[src/rtl/line_fill_unit_pkg.sv]
// Shared constants and types for the line fill unit and the L1 cache that sits above it.
package line_fill_unit_pkg;

  localparam int BUS_DATA_WIDTH = 64;
  localparam int BUS_TAG_WIDTH  = 13;
  localparam int ADDRESS_SIZE   = 64;
  localparam int LINE_BYTES     = 64;
  localparam int OFFSET_SIZE_B  = 6;
  localparam int BEATS          = LINE_BYTES * 8 / BUS_DATA_WIDTH;
  localparam int BEAT_IDX_W     = $clog2(BEATS);

  localparam logic [BUS_TAG_WIDTH-1:0] MEM_READ  = 13'h0001;
  localparam logic [BUS_TAG_WIDTH-1:0] MEM_WRITE = 13'h0002;

  typedef logic [LINE_BYTES*8-1:0]   cache_line;
  typedef logic [ADDRESS_SIZE-1:0]   addr_t;
  typedef logic [BEAT_IDX_W-1:0]     beat_idx_t;

  typedef enum logic [2:0] {
    IDLE,
    RD_REQ,
    RD_DATA,
    RD_DONE,
    WB_ADDR,
    WB_DATA
  } fill_state_t;

  function automatic addr_t alignLine(input addr_t a);
    return a & ~addr_t'((1 << OFFSET_SIZE_B) - 1);
  endfunction

endpackage

[src/rtl/line_fill_unit_if.sv]
// Cache-side request/return and memory-bus signals of the line fill unit.
interface line_fill_unit_if;
  import line_fill_unit_pkg::*;

  logic                      fill_req;
  logic [ADDRESS_SIZE-1:0]   fill_addr;
  logic                      wb_req;
  logic [ADDRESS_SIZE-1:0]   wb_addr;
  logic [LINE_BYTES*8-1:0]   wb_line;
  logic                      ready;

  logic                      line_valid;
  logic [ADDRESS_SIZE-1:0]   line_addr;
  logic [LINE_BYTES*8-1:0]   line_data;

  logic                      bus_reqcyc;
  logic                      bus_reqack;
  logic [BUS_DATA_WIDTH-1:0] bus_req;
  logic [BUS_TAG_WIDTH-1:0]  bus_reqtag;
  logic                      bus_respcyc;
  logic                      bus_respack;
  logic [BUS_DATA_WIDTH-1:0] bus_resp;
  logic [BUS_TAG_WIDTH-1:0]  bus_resptag;

  // The fill unit itself is the slave; the cache plus memory model is the master.
  modport slave (
    input  fill_req, fill_addr, wb_req, wb_addr, wb_line,
    input  bus_reqack, bus_respcyc, bus_resp, bus_resptag,
    output ready, line_valid, line_addr, line_data,
    output bus_reqcyc, bus_req, bus_reqtag, bus_respack
  );

  modport master (
    output fill_req, fill_addr, wb_req, wb_addr, wb_line,
    output bus_reqack, bus_respcyc, bus_resp, bus_resptag,
    input  ready, line_valid, line_addr, line_data,
    input  bus_reqcyc, bus_req, bus_reqtag, bus_respack
  );

endinterface

[src/rtl/line_beat_buffer.sv]
// 8 x 64-bit beat store: assembles read beats into a line, or holds a victim line
// that is serialized beat by beat during writeback.
module line_beat_buffer
  import line_fill_unit_pkg::*;
(
  input  logic                      clk,
  input  logic                      reset,
  input  logic                      wrEn_i,
  input  beat_idx_t                 wrIdx_i,
  input  logic [BUS_DATA_WIDTH-1:0] wrData_i,
  input  logic                      loadEn_i,
  input  cache_line                 loadLine_i,
  input  beat_idx_t                 rdIdx_i,
  output logic [BUS_DATA_WIDTH-1:0] rdData_o,
  output cache_line                 line_o
);

  logic [BEATS-1:0][BUS_DATA_WIDTH-1:0] beats_q;

  // A whole-line load (victim capture) takes precedence over a single-beat write.
  always_ff @(posedge clk or posedge reset) begin
    if (reset) begin
      beats_q <= '0;
    end else if (loadEn_i) begin
      beats_q <= loadLine_i;
    end else if (wrEn_i) begin
      beats_q[wrIdx_i] <= wrData_i;
    end
  end

  assign rdData_o = beats_q[rdIdx_i];
  assign line_o   = beats_q;

endmodule

[src/rtl/line_fill_unit.sv]
// Bus-side miss handler: runs one line fill or one dirty-line writeback at a time
// and returns assembled fill lines to the cache with a one-cycle valid pulse.
module line_fill_unit
  import line_fill_unit_pkg::*;
(
  input  logic             clk,
  input  logic             reset,
  line_fill_unit_if.slave  lfu
);

  localparam beat_idx_t LAST_BEAT = beat_idx_t'(BEATS - 1);

  fill_state_t               state_q, state_d;
  beat_idx_t                 cnt_q, cnt_d;
  addr_t                     addr_q, addr_d;
  logic                      reqcyc_q, reqcyc_d;
  logic [BUS_DATA_WIDTH-1:0] req_q, req_d;
  logic [BUS_TAG_WIDTH-1:0]  reqtag_q, reqtag_d;
  logic                      respack_q, respack_d;

  logic                      bufWrEn;
  logic                      bufLoadEn;
  beat_idx_t                 bufRdIdx;
  logic [BUS_DATA_WIDTH-1:0] bufRdData;
  cache_line                 bufLine;
  logic                      lineValid;

  // Read index looks one beat ahead so the next write beat is registered onto the bus on ack.
  assign bufRdIdx = (state_q == WB_DATA) ? beat_idx_t'(cnt_q + 1'b1) : '0;

  line_beat_buffer u_buf (
    .clk        (clk),
    .reset      (reset),
    .wrEn_i     (bufWrEn),
    .wrIdx_i    (cnt_q),
    .wrData_i   (lfu.bus_resp),
    .loadEn_i   (bufLoadEn),
    .loadLine_i (lfu.wb_line),
    .rdIdx_i    (bufRdIdx),
    .rdData_o   (bufRdData),
    .line_o     (bufLine)
  );

  always_ff @(posedge clk or posedge reset) begin
    if (reset) begin
      state_q   <= IDLE;
      cnt_q     <= '0;
      addr_q    <= '0;
      reqcyc_q  <= 1'b0;
      req_q     <= '0;
      reqtag_q  <= '0;
      respack_q <= 1'b0;
    end else begin
      state_q   <= state_d;
      cnt_q     <= cnt_d;
      addr_q    <= addr_d;
      reqcyc_q  <= reqcyc_d;
      req_q     <= req_d;
      reqtag_q  <= reqtag_d;
      respack_q <= respack_d;
    end
  end

  // Bus request outputs are computed for the coming cycle so they leave the unit registered.
  always_comb begin
    state_d   = state_q;
    cnt_d     = cnt_q;
    addr_d    = addr_q;
    reqcyc_d  = 1'b0;
    req_d     = '0;
    reqtag_d  = '0;
    respack_d = 1'b0;
    bufWrEn   = 1'b0;
    bufLoadEn = 1'b0;

    unique case (state_q)
      IDLE: begin
        if (lfu.wb_req) begin
          state_d   = WB_ADDR;
          addr_d    = alignLine(lfu.wb_addr);
          bufLoadEn = 1'b1;
          reqcyc_d  = 1'b1;
          req_d     = alignLine(lfu.wb_addr);
          reqtag_d  = MEM_WRITE;
        end else if (lfu.fill_req) begin
          state_d  = RD_REQ;
          addr_d   = alignLine(lfu.fill_addr);
          reqcyc_d = 1'b1;
          req_d    = alignLine(lfu.fill_addr);
          reqtag_d = MEM_READ;
        end
      end

      RD_REQ: begin
        if (lfu.bus_reqack) begin
          state_d = RD_DATA;
          cnt_d   = '0;
        end else begin
          reqcyc_d = 1'b1;
          req_d    = req_q;
          reqtag_d = MEM_READ;
        end
      end

      RD_DATA: begin
        if (lfu.bus_respcyc && (lfu.bus_resptag == MEM_READ)) begin
          bufWrEn   = 1'b1;
          respack_d = 1'b1;
          cnt_d     = beat_idx_t'(cnt_q + 1'b1);
          if (cnt_q == LAST_BEAT) begin
            state_d = RD_DONE;
          end
        end
      end

      RD_DONE: begin
        state_d = IDLE;
      end

      WB_ADDR: begin
        reqcyc_d = 1'b1;
        reqtag_d = MEM_WRITE;
        if (lfu.bus_reqack) begin
          state_d = WB_DATA;
          cnt_d   = '0;
          req_d   = bufRdData;
        end else begin
          req_d = req_q;
        end
      end

      WB_DATA: begin
        if (lfu.bus_reqack) begin
          cnt_d = beat_idx_t'(cnt_q + 1'b1);
          if (cnt_q == LAST_BEAT) begin
            state_d = IDLE;
          end else begin
            reqcyc_d = 1'b1;
            reqtag_d = MEM_WRITE;
            req_d    = bufRdData;
          end
        end else begin
          reqcyc_d = 1'b1;
          reqtag_d = MEM_WRITE;
          req_d    = req_q;
        end
      end

      default: begin
        state_d = IDLE;
      end
    endcase
  end

  assign lineValid = (state_q == RD_DONE);

  // Line address/data are only presented alongside the valid pulse, never a captured victim.
  assign lfu.ready       = (state_q == IDLE);
  assign lfu.line_valid  = lineValid;
  assign lfu.line_addr   = lineValid ? addr_q : '0;
  assign lfu.line_data   = lineValid ? bufLine : '0;
  assign lfu.bus_reqcyc  = reqcyc_q;
  assign lfu.bus_req     = req_q;
  assign lfu.bus_reqtag  = reqtag_q;
  assign lfu.bus_respack = respack_q;

endmodule
[src/flat_wrapper.sv]
// flat-port wrapper written by rule: the top's interface ports become plain ports
module line_fill_unit_flat import line_fill_unit_pkg::*;
  (clk, reset, lfu_fill_req, lfu_fill_addr, lfu_wb_req, lfu_wb_addr, lfu_wb_line, lfu_bus_reqack, lfu_bus_respcyc, lfu_bus_resp, lfu_bus_resptag, lfu_ready, lfu_line_valid, lfu_line_addr, lfu_line_data, lfu_bus_reqcyc, lfu_bus_req, lfu_bus_reqtag, lfu_bus_respack);
  line_fill_unit_if lfu_i ();
  input  logic clk;
  input  logic reset;
  input wire logic [$bits(lfu_i.fill_req)-1:0] lfu_fill_req;
  input wire logic [$bits(lfu_i.fill_addr)-1:0] lfu_fill_addr;
  input wire logic [$bits(lfu_i.wb_req)-1:0] lfu_wb_req;
  input wire logic [$bits(lfu_i.wb_addr)-1:0] lfu_wb_addr;
  input wire logic [$bits(lfu_i.wb_line)-1:0] lfu_wb_line;
  input wire logic [$bits(lfu_i.bus_reqack)-1:0] lfu_bus_reqack;
  input wire logic [$bits(lfu_i.bus_respcyc)-1:0] lfu_bus_respcyc;
  input wire logic [$bits(lfu_i.bus_resp)-1:0] lfu_bus_resp;
  input wire logic [$bits(lfu_i.bus_resptag)-1:0] lfu_bus_resptag;
  output wire logic [$bits(lfu_i.ready)-1:0] lfu_ready;
  output wire logic [$bits(lfu_i.line_valid)-1:0] lfu_line_valid;
  output wire logic [$bits(lfu_i.line_addr)-1:0] lfu_line_addr;
  output wire logic [$bits(lfu_i.line_data)-1:0] lfu_line_data;
  output wire logic [$bits(lfu_i.bus_reqcyc)-1:0] lfu_bus_reqcyc;
  output wire logic [$bits(lfu_i.bus_req)-1:0] lfu_bus_req;
  output wire logic [$bits(lfu_i.bus_reqtag)-1:0] lfu_bus_reqtag;
  output wire logic [$bits(lfu_i.bus_respack)-1:0] lfu_bus_respack;
  assign lfu_i.fill_req = lfu_fill_req;
  assign lfu_i.fill_addr = lfu_fill_addr;
  assign lfu_i.wb_req = lfu_wb_req;
  assign lfu_i.wb_addr = lfu_wb_addr;
  assign lfu_i.wb_line = lfu_wb_line;
  assign lfu_i.bus_reqack = lfu_bus_reqack;
  assign lfu_i.bus_respcyc = lfu_bus_respcyc;
  assign lfu_i.bus_resp = lfu_bus_resp;
  assign lfu_i.bus_resptag = lfu_bus_resptag;
  assign lfu_ready = lfu_i.ready;
  assign lfu_line_valid = lfu_i.line_valid;
  assign lfu_line_addr = lfu_i.line_addr;
  assign lfu_line_data = lfu_i.line_data;
  assign lfu_bus_reqcyc = lfu_i.bus_reqcyc;
  assign lfu_bus_req = lfu_i.bus_req;
  assign lfu_bus_reqtag = lfu_i.bus_reqtag;
  assign lfu_bus_respack = lfu_i.bus_respack;
  line_fill_unit u_core (.clk(clk), .reset(reset), .lfu(lfu_i));
endmodule
[config.mk]
export PLATFORM = sky130hd
export DESIGN_NAME = line_fill_unit_flat
export DESIGN_NICKNAME = d
export VERILOG_FILES = /design/src/rtl/line_fill_unit_pkg.sv /design/src/rtl/line_fill_unit_if.sv /design/src/rtl/line_beat_buffer.sv /design/src/rtl/line_fill_unit.sv /design/src/flat_wrapper.sv
export SDC_FILE = /design/constraint.sdc
export NUM_CORES = 2
export LEC_CHECK = 0
export ABC_AREA = 1
export CORE_AREA = 2 2 535 537
export CTS_CLUSTER_DIAMETER = 200
export DETAILED_ROUTE_END_ITERATION = 10
export DIE_AREA = 0 0 537 539
export PLACE_DENSITY = 0.31
export SKIP_LAST_GASP = 1
export SYNTH_ARGS = -nofsm -noshare
export SYNTH_HDL_FRONTEND = slang
export SYNTH_SLANG_ARGS = --single-unit
[constraint.sdc]
create_clock -name clk -period 48 [get_ports clk]
set_input_delay 9.6 -clock clk [delete_from_list [all_inputs] [get_ports clk]]
set_output_delay 9.6 -clock clk [all_outputs]
set_load 0.1 [all_outputs]
==> summary.md <==
| Metric | Value |
|---|---|
| Max-slew violation count | 0 |
| Final setup vio count | 0 |
| Port buffer count | 1350 |
| Starting density of the core | 0.153 |
| Post-CTS Hold Fix Bufs | 0 |
| Synth Register Bits | 644 |
| Syn avg cell area | 6.19 um^2 |
| Setup CP Type | register to output pin |
| Peak Freq | 66.5 MHz |
| Req. time, crit path | around 38 ns |
| Final Total Pwr | 3.47 mW |
| Final setup margin | 32.96 ns |
| CTS tree | built |
| Clock Path Buffers | 3 |
| Final wirelength | 370 mm |
| DR pass1 iterations | 6 |
| Fin nets | 8690 |
| # clock sinks | 644 |
| Setup crit end kind | output pin |
| Post-route ant nets | 0 |
| Drc violations | 0 |
| RSZ-0062 raised after global routing | no |
| Max IR drop VDD | 29.1 uV |
| Via count | 54000 |
| Commonest non-fill, non-tap cell in the layout | nand2_1 |
| Gpl congestion | 0.844 |
| Core Area | between 200000 and 300000 um^2 |
| Final Non-Filler Cells | 11800 |
| Syn Std Cell Area | between 40000 and 50000 um^2 |
| Worst-skew pair later-pin latency | ~0.76 ns |
| Final min period | 15.04 ns |
| Die X | 537 um |
| Setup Buffers After CTS | 0 |
| Clk pwr share | 0.216 |
| Via density | 4.57 |
| Row Count | 196 |
| Setup_tns | 0 ns |
| First-pass GRT wire length | between 400 and 500 mm |
| Sw power | 1.85 mW |
| Io pins | 1380 |
| Number of global-route vias before repair | roughly 54000 |
| Netlist cell types | 25 |
| Crit start category | register |
| Die Y | 539 um |
| Placed Cells | 11600 |
| Detail Placement HPWL | 254 mm |
| Rel. slew slack | 0.0794 |
| Wire per inst | 31.3 um |
| TritonCTS Buffers | 97 |
| Overall Global Routing Usage | 0.247 |
| Seq pwr share | 0.278 |
| CTS HTree Levels | 3 |
| Seq/Total Area, Yosys | 0.372 |
| Switching Share | 0.534 |
| P&R area growth vs syn | 46.3% |
| Reg clk slew, reported paths | 0.06 ns |
| Gate power share | 0.506 |
| Share of layout cells above drive strength 1 | 0.0448 |
| Worst Hold Class | register to register |
| Hold WS | 0.479 ns |
| Die area | 289000 um^2 |
| Filler cells | roughly 32000 |
| Root buffer cell | clkbuf_16 |
| Hold Path Stages | 2 |
| Synthesized instance count | 6999 |
| Fin crit share | 0.313 |
| Initial antenna violation count | between 100 and 150 |
| Syn. warnings | 0 |
| Crit path arrival time | 5.44 ns |
| Pin count of the biggest net entering global routing | 171 |
| DRT iter0 DRCs | 4927 |
| Leak Pwr | 28.3 nW |
| Most frequent cells in the layout | 2343 x nand2_1, 1502 x nand3_1, 1346 x clkdlybuf4s50_1, 772 x nor2_1, 642 x dfrtp_1 |
| Worst slew pin tran | 1.38 ns |
| Post-CTS sizing | 0 |
| Final Hold Fails | 0 |
| Outcome | completed |
| Max FO, Critical Path | 161 |
| Power Dens Cells | 54.8 nW/um^2 |
| Worst Skew | 0.0507 ns |
| Worst r2r path cells | 11 |
| GR Overflow Total | 0 |
| Setup WS pre-CTS | 33.47 ns |
| Max capacitance violation total | 0 |
| Internal Pwr Total | ~1.6 mW |
[per-stage QoR]
| step | instance area, um^2 | util |
|---|---|---|
| after floorplan | 43400 | - |
| after global placement | 60200 | 0.212 |
| after detailed placement | 60200 | 0.212 |
| after CTS | 63300 | 0.223 |
| after global routing | 63400 | 0.223 |
| final | 63400 | 0.223 |
[critical path, stage by stage, from the launching register on]
cell and delay (ns):
dfrtp_4 0.80, nand2_1 0.20, nor2_1 0.47, inv_8 0.33
buf_12 0.35, buf_12 0.29, nor2_1 0.65, clkdlybuf4s50_1 1.32
[synth_stat cells]
| master | count | area share |
|---|---|---|
| inv_1 | 593 | 0.051 |
| nand3_1 | 1504 | 0.17 |
| nor3_2 | 5 | 0.0012 |
| nor2_1 | 772 | 0.067 |
| buf_2 | 200 | 0.023 |
| inv_2 | 6 | 0.00052 |
| dfrtp_1 | 644 | 0.37 |
| conb_1 | 1 | 0.000086 |
| a2111oi_0 | 1 | 0.00020 |
| buf_4 | 18 | 0.0031 |
| mux2_2 | 57 | 0.015 |
| nor2_2 | 2 | 0.00029 |
| o21ai_1 | 6 | 0.00069 |
| a21oi_1 | 107 | 0.012 |
| nand2_1 | 2353 | 0.20 |
| buf_1 | 80 | 0.0069 |
| or2_2 | 2 | 0.00029 |
| nand4_1 | 66 | 0.0095 |
| ha_1 | 2 | 0.00058 |
| clkbuf_1 | 314 | 0.027 |
| nor3_1 | 6 | 0.00069 |
| o211ai_1 | 7 | 0.0012 |
| nor4_4 | 2 | 0.00098 |
| o21ai_0 | 249 | 0.029 |
| nand3b_1 | 2 | 0.00035 |
[logic make-up after synthesis]
family | count (synthesis) | synth area share
simple gates | 4714 | 0.457
buf+inv | 1211 | 0.112
flops | 644 | 0.372
compound gates | 370 | 0.0432
mux | 57 | 0.0148
fa+ha+maj | 2 | 0.000577
other cells | 1 | 0.0000865
[path summary, 6_finish.rpt]
check                                        from  slack (ns)                  endpoint
max                             u_core.state_q[0]       32.96        lfu_line_data[360]
min                        u_core.lfu.bus_req[47]        0.48    u_core.lfu.bus_req[47]
max reg2reg                     u_core.state_q[0]       42.71  u_core.u_buf.line_o[383]
min reg2reg                u_core.lfu.bus_req[47]        0.48    u_core.lfu.bus_req[47]
max in group asynchronous                   reset       34.39  u_core.u_buf.line_o[270]
min in group asynchronous                   reset        9.41   u_core.u_buf.line_o[42]
[layer usage]
layer	wire length, um	vias to the layer above	track usage
li1	-	24100	-
met3	29000	435	0.0583
met1	158000	27000	0.319
met4	9000	70	0.0655
met5	447	-	0
met2	173000	2452	0.407
[power groups by stage]
stage          combinational [mW]  sequential, mW  clock (mW)
5_1_grt                      1.91           0.992       0.789
2_1_floorplan               0.913            1.02           0
3_3_place_gp                 1.78           0.967           0
6_report                     1.76           0.967       0.750
3_5_place_dp                 1.77           0.971           0
4_1_cts                      1.78           0.963       0.771
[cell type report]
class                   count  area, um^2  area share
clock inverters            21         300     0.00473
well taps                3762        4710      0.0742
inverters                 599        2300      0.0362
diodes                     39        97.6     0.00154
flip-flops and latches    644       16100       0.254
clock buffers             146        2790      0.0440
multi-input cells        5160       22600       0.357
repair buffers           1463       14500       0.228
[state kept, by name, summed over array words and instances (netlist names)]
signal and cells:
u_core.addr_q 58, u_core.cnt_q 3, u_core.lfu.bus_req 64, u_core.lfu.bus_reqcyc 1, u_core.lfu.bus_reqtag 2, u_core.lfu.bus_respack 1
u_core.state_q 3, u_core.u_buf.line_o 512
No activity file was read; power rests on OpenSTA's default activity.
